### src/rtl/ipu_window_sequencer.sv
`default_nettype none
// ============================================================================
// Module  : ipu_window_sequencer
// Purpose : Raster-walks an image, gathers zero-padded 5x5 windows, hands each
//           window to the convolution coprocessor and writes saturated results.
// Revision: 1.0  initial release
// ============================================================================
module ipu_window_sequencer #(
  parameter int         IMG_W       = 160,
  parameter int         IMG_H       = 120,
  parameter int         ADDR_W      = 15,
  parameter logic [3:0] CONV_OPCODE = 4'b0101
) (
  input  logic              clk,
  input  logic              reset,
  input  logic              start,
  output logic              busy,
  output logic              done,
  output logic              rd_en,
  output logic [ADDR_W-1:0] rd_addr,
  input  logic [7:0]        rd_data,
  output logic              wr_en,
  output logic [ADDR_W-1:0] wr_addr,
  output logic [7:0]        wr_data,
  output logic [31:0]       instruction,
  output logic              activate_instruction,
  input  logic              wait_signal,
  output logic              ipu_request,
  output logic [199:0]      external_matrix_A,
  input  logic              done_conv,
  input  logic [31:0]       matrix_C
);

  localparam int CW = ADDR_W + 2;

  localparam logic [2:0] S_IDLE      = 3'd0;
  localparam logic [2:0] S_GATHER    = 3'd1;
  localparam logic [2:0] S_DRAIN     = 3'd2;
  localparam logic [2:0] S_ISSUE     = 3'd3;
  localparam logic [2:0] S_WAIT_DONE = 3'd4;
  localparam logic [2:0] S_WAIT_IDLE = 3'd5;
  localparam logic [2:0] S_WRITE     = 3'd6;
  localparam logic [2:0] S_NEXT      = 3'd7;

  localparam logic signed [CW-1:0] C_W_S    = CW'(IMG_W);
  localparam logic signed [CW-1:0] C_H_S    = CW'(IMG_H);
  localparam logic signed [CW-1:0] C_TWO    = CW'(2);
  localparam logic [ADDR_W-1:0]    C_W_A    = ADDR_W'(IMG_W);
  localparam logic [ADDR_W-1:0]    C_X_LAST = ADDR_W'(IMG_W - 1);
  localparam logic [ADDR_W-1:0]    C_Y_LAST = ADDR_W'(IMG_H - 1);
  localparam logic [ADDR_W-1:0]    C_ONE_A  = ADDR_W'(1);

  logic [2:0]        r_state;
  logic [2:0]        w_next;
  logic [ADDR_W-1:0] r_x;
  logic [ADDR_W-1:0] r_y;
  logic [2:0]        r_r;
  logic [2:0]        r_c;
  logic [4:0]        r_k;
  logic              r_slot_vld;
  logic              r_slot_inb;
  logic [4:0]        r_slot_idx;
  logic [199:0]      r_window;
  logic [31:0]       r_result;

  logic signed [CW-1:0] w_nx;
  logic signed [CW-1:0] w_ny;
  logic                 w_inb;
  logic                 w_last_pixel;
  logic [7:0]           w_sat;

  // Neighbour coordinates may go negative at the top/left border, so the
  // border test is done on a signed copy two bits wider than the address.
  assign w_nx = $signed({2'b00, r_x}) + $signed({{(CW-3){1'b0}}, r_c}) - C_TWO;
  assign w_ny = $signed({2'b00, r_y}) + $signed({{(CW-3){1'b0}}, r_r}) - C_TWO;
  assign w_inb = !w_nx[CW-1] && (w_nx < C_W_S) && !w_ny[CW-1] && (w_ny < C_H_S);
  assign w_last_pixel = (r_x == C_X_LAST) && (r_y == C_Y_LAST);

  always_comb begin
    if (r_result[31])
      w_sat = 8'h00;
    else if (|r_result[30:8])
      w_sat = 8'hFF;
    else
      w_sat = r_result[7:0];
  end

  always_ff @(posedge clk) begin
    if (reset)
      r_state <= S_IDLE;
    else
      r_state <= w_next;
  end

  always_comb begin
    w_next = r_state;
    case (r_state)
      S_IDLE:      if (start) w_next = S_GATHER;
      S_GATHER:    if (r_k == 5'd24) w_next = S_DRAIN;
      S_DRAIN:     w_next = S_ISSUE;
      S_ISSUE:     if (!wait_signal) w_next = S_WAIT_DONE;
      S_WAIT_DONE: if (done_conv) w_next = S_WAIT_IDLE;
      S_WAIT_IDLE: if (!wait_signal) w_next = S_WRITE;
      S_WRITE:     w_next = S_NEXT;
      S_NEXT:      w_next = w_last_pixel ? S_IDLE : S_GATHER;
      default:     w_next = S_IDLE;
    endcase
  end

  always_comb begin
    busy                 = (r_state != S_IDLE);
    done                 = (r_state == S_NEXT) && w_last_pixel;
    rd_en                = (r_state == S_GATHER) && w_inb;
    rd_addr              = '0;
    if (rd_en)
      rd_addr = w_ny[ADDR_W-1:0] * C_W_A + w_nx[ADDR_W-1:0];
    activate_instruction = (r_state == S_ISSUE) && !wait_signal;
    ipu_request          = (r_state == S_ISSUE) || (r_state == S_WAIT_DONE) ||
                           (r_state == S_WAIT_IDLE);
    wr_en                = (r_state == S_WRITE);
    wr_addr              = '0;
    wr_data              = 8'h00;
    if (wr_en) begin
      wr_addr = r_y * C_W_A + r_x;
      wr_data = w_sat;
    end
  end

  // Slot index and border flag trail the read by one cycle to line up with
  // the RAM's read latency.
  always_ff @(posedge clk) begin
    if (reset) begin
      r_x        <= '0;
      r_y        <= '0;
      r_r        <= 3'd0;
      r_c        <= 3'd0;
      r_k        <= 5'd0;
      r_slot_vld <= 1'b0;
      r_slot_inb <= 1'b0;
      r_slot_idx <= 5'd0;
      r_window   <= '0;
      r_result   <= 32'd0;
    end else begin
      r_slot_vld <= 1'b0;
      if (r_slot_vld)
        r_window[8*r_slot_idx +: 8] <= r_slot_inb ? rd_data : 8'h00;
      case (r_state)
        S_IDLE: begin
          if (start) begin
            r_x      <= '0;
            r_y      <= '0;
            r_r      <= 3'd0;
            r_c      <= 3'd0;
            r_k      <= 5'd0;
            r_window <= '0;
          end
        end
        S_GATHER: begin
          r_slot_vld <= 1'b1;
          r_slot_idx <= r_k;
          r_slot_inb <= w_inb;
          r_k        <= r_k + 5'd1;
          if (r_c == 3'd4) begin
            r_c <= 3'd0;
            r_r <= r_r + 3'd1;
          end else begin
            r_c <= r_c + 3'd1;
          end
        end
        S_WAIT_DONE: begin
          if (done_conv)
            r_result <= matrix_C;
        end
        S_NEXT: begin
          if (!w_last_pixel) begin
            if (r_x == C_X_LAST) begin
              r_x <= '0;
              r_y <= r_y + C_ONE_A;
            end else begin
              r_x <= r_x + C_ONE_A;
            end
            r_r      <= 3'd0;
            r_c      <= 3'd0;
            r_k      <= 5'd0;
            r_window <= '0;
          end
        end
        default: ;
      endcase
    end
  end

  assign instruction       = {28'd0, CONV_OPCODE};
  assign external_matrix_A = r_window;

endmodule
`default_nettype wire

### config.mk
export PLATFORM = sky130hd
export DESIGN_NAME = ipu_window_sequencer
export DESIGN_NICKNAME = d
export VERILOG_FILES = /design/src/rtl/ipu_window_sequencer.sv
export SDC_FILE = /design/constraint.sdc
export NUM_CORES = 1
export LEC_CHECK = 0
export ABC_AREA = 1
export CORE_ASPECT_RATIO = 1.1
export CORE_MARGIN = 2
export CORE_UTILIZATION = 35
export CTS_CLUSTER_SIZE = 16
export DETAILED_ROUTE_END_ITERATION = 16
export PLACE_DENSITY = 0.63
export SETUP_SLACK_MARGIN = 0.15
export SLEW_MARGIN = 20
export SYNTH_ARGS = -nofsm -noshare
export SYNTH_HDL_FRONTEND = slang
export SYNTH_SLANG_ARGS = --single-unit
### constraint.sdc
create_clock -name clk -period 13.3 [get_ports clk]
set_clock_uncertainty 0.15 [all_clocks]
set_input_delay 2.66 -clock clk [delete_from_list [all_inputs] [get_ports clk]]
set_output_delay 2.66 -clock clk [all_outputs]
set_load 0.03 [all_outputs]
==> metrics.md <==
| Metric | Value |
|---|---|
| Status | completed |
| Initial core utilization | roughly a third |
| I/O pin total | roughly 320 |
| Std-Cell Core Area | around 46,000 µm² |
| Netlist cell types | around 50 |
| # hold bufs at CTS | 0 |
| Share of cells above drive strength 1 | 5.41% |
| Pwr dens | between 100 and 150 nW/µm² |
| Die H | around 230 µm |
| Synth Register Bits | around 280 |
| Std-Cell Rows | 83 |
| Area Growth Syn to Fin | 25.2% |
| Actual slew at the worst max-slew pin | between 1 and 1.5 ns |
| First-pass GRT wire length | 82.7 mm |
| CP startpoint kind | flop |
| Clk root buf | clkbuf_16 |
| Seq/Total Area, Yosys | 34.6% |
| Clk slew on worst S/H paths | roughly 0.070 ns |
| GR Layer Usage met3 | 2.58% |
| Avg WL per Cell | roughly 17 µm |
| Syn Area/Cell | approximately 7 µm² |
| Vias in the first global route | roughly 15,000 |
| DR iter-0 viols | 960 |
| Final routed DRC violation total | 0 |
| Cells after DPL | ~3,200 |
| Final Max Tran Viols | 0 |
| Initial antenna violation count | 2 |
| Peak supply drop | 0.109 mV |
| Final hold vios | 0 |
| Final ANT Viol Nets | 0 |
| Busiest grt layer | met2 |
| Area occupied by multi-input gates | between 9000 and 10,000 µm² |
| Met1 Use GR | a little over a quarter |
| Synth top area share | between 30% and 40% |
| Post-Syn Area | between 15,000 and 20,000 µm² |
| CP max-delay cell | clkdlybuf4s50_1 |
| Cell area after layout | 20,500 µm² |
| Total wire length | ~54 mm |
| Reg area | 5670 µm² |
| Maximum buffer depth of the clock tree | 3 |
| Internal reg-to-reg setup slack | 8.71 ns |
| FFs w/ async S/R, synth | 0% |
| Placed Area | approximately 20,000 µm² |
| IO Port Bufs | ~290 |
| Max cap viols | 0 |
| Critical path required time | between 10 and 15 ns |
| Number of flops mapped to enable cells by yosys | 0 |
| Leakage | 0.00821 µW |
| CP max FO | 6 |
| Critical path class | flop to primary output |
| Die width | about 210 µm |
| PostCTS Resize Cnt | 0 |
| CP Capture Type | primary output |
| TritonCTS clock tree | done |
| Vias per cell | approximately 5 |
| GR Overflow Total | 0 |
| Vias | around 16,000 |
| Largest net degree at the start of global routing | 85 |
| Worst skew pair latency | 0.56 ns |
| Most used DFF post-synth | dfxtp_1 |
| WP depth | 28 |
| Period utilization | 62.3% |
| Final non-filler cell total | between 3,000 and 4,000 |
| Final setup viols | 0 |
| Worst EP arrival | about 5.5 ns |
| Fillers | around 4,800 |
| Largest delay contributor family on the critical path | adder cells |
| Buf/Inv on CP | 6 |
| H-tree Lvls | 1 |
| Clock sinks | approximately 280 |
| DR pass1 iterations | 6 |
| Largest stage delay, worst path | just under 0.7 ns |
| Worst reg2reg path depth | 15 |
| RSZ-0062 raised after global routing | no |
| Yosys top cell by area | dfxtp_1 |
| Relative slew slack | 30.3% |
| Fin crit period | about 8.3 ns |
| Synth area leaders | dfxtp_1, nand2_1, ha_1, nor2_1, a21oi_1 |
| Number of CTS-inserted buffers | 30 |
| Synth warnings | 0 |
| Die ar. | between 40,000 and 50,000 µm² |
| Met2 GRT Util | a little under two fifths |
| Dpl hpwl | 41.8 mm |
| TNS Setup | 0 ns |
| Peak Freq | ~0.12 GHz |
| Gpl congestion | approximately 0.95 |
| Hold crit path type | flop to flop |
| Nets@finish | around 2,800 |
| Synth Instances | approximately 2,400 |
| Hold Path Stages | 2 |
| Global Route Usage Sum | between 20% and 30% |
| Post-CTS Setup Bufs | 0 |
==> layer usage <==
layer / vias to the layer above / share of wire (%)
met2: 483 / 48
met1: 7500 / 43
li1: 8101 / -
met3: 117 / 5.0
met4: 0 / 3.7
met5: - / 0
==> layout by cell type, fill, tap and decap left out, drive strengths merged, types with 5 or more instances in the layout <==
master,count
a211oi,25
a21oi,237
buf,10
clkbuf,44
clkdlybuf4s50,288
clkinv,12
conb,32
dfxtp,283
fa,6
ha,117
inv,297
nand2,474
nand3,157
nand3b,5
nand4,40
nor2,366
nor3,50
nor4,8
o21ai,126
xnor2,16
xor2,22
==> kinds of logic after synthesis <==
logic type | Yosys count | share of synthesized area, %
flip-flops | 283 | 34.6
AO/OA/AOI/OAI | 403 | 13.0
AND/OR/NAND/NOR | 1107 | 29.4
buffers and inverters | 414 | 11.1
adder cells (fa/ha/maj) | 123 | 9.68
XOR/XNOR | 38 | 2.08
other | 2 | 0.0459
==> state kept, by name, summed over array words and instances (netlist names) <==
name	count
r_slot_inb	1
r_result	32
r_slot_idx	5
r_k	5
r_slot_vld	1
r_c	3
r_r	3
r_y	15
r_x	15
r_state	3
external_matrix_A	200
==> worst register-to-register path, stage by stage, from the launching register on <==
cell and delay (ns):
dfxtp_1 0.53, inv_1 0.15, ha_1 0.25, inv_1 0.09, nor3_1 0.05, nand3_1 0.08, nor2_1 0.06, nand2_1 0.13
o21ai_2 0.09, nor2_2 0.08, buf_4 0.35, clkinv_2 0.26, nand2_4 0.75, clkinv_2 1.03, o21ai_0 0.37, a21oi_1 0.06
==> through the flow <==
| step | util (%) | power, µW | setup WS (ns) | hold slack, ns |
|---|---|---|---|---|
| 2_1_floorplan | - | 1510 | 6.44 | 0.279 |
| 3_3_place_gp | 42.0 | 1670 | 5.73 | 0.286 |
| 3_5_place_dp | 42.0 | 1680 | 5.62 | 0.290 |
| 4_1_cts | 44.1 | 2500 | 4.99 | 0.299 |
| 5_1_grt | 44.1 | 2650 | 4.59 | 0.318 |
| 6_report | 44.1 | 2490 | 5.02 | 0.299 |
==> synth_stat cells, types with 4 or more instances <==
cell type	instances
a211oi_1	24
a21oi_1	237
buf_2	28
buf_4	41
buf_6	10
clkbuf_1	29
clkinv_1	4
dfxtp_1	283
fa_1	6
ha_1	117
inv_1	270
inv_2	27
nand2_1	462
nand2_2	12
nand3_1	149
nand3_2	8
nand3b_1	5
nand4_1	39
nor2_1	341
nor2_2	12
nor2_4	13
nor3_1	45
nor3_2	4
nor4_1	8
o21ai_0	124
xnor2_1	15
xor2_1	22
==> worst paths after layout <==
path,from,to
max,r_y[1]$_SDFFE_PP0P_,rd_addr[14]
min,external_matrix_A[182]$_SDFF_PP0_,external_matrix_A[182]$_SDFF_PP0_
max reg2reg,r_y[7]$_SDFFE_PP0P_,external_matrix_A[145]$_SDFF_PP0_
min reg2reg,external_matrix_A[182]$_SDFF_PP0_,external_matrix_A[182]$_SDFF_PP0_
==> final cells by class <==
cell class / instances / area share (%)
diodes: 2 / 0.0244
clock buffers: 44 / 4.27
clock inverters: 10 / 0.403
inverters: 303 / 5.57
multi-input cells: 1703 / 44.0
flip-flops and latches: 283 / 27.7
well taps: 595 / 3.64
repair buffers: 298 / 14.4
==> power by group <==
part | switching (µW) | internal [µW] | total, µW | leakage, µW
logic | 533 | 264 | 797 | 0.00547
registers | 13.0 | 858 | 871 | 0.00228
clock network | 348 | 472 | 820 | 0.000465
total | 894 | 1590 | 2490 | 0.00821
(Power assumes the default switching activity.)
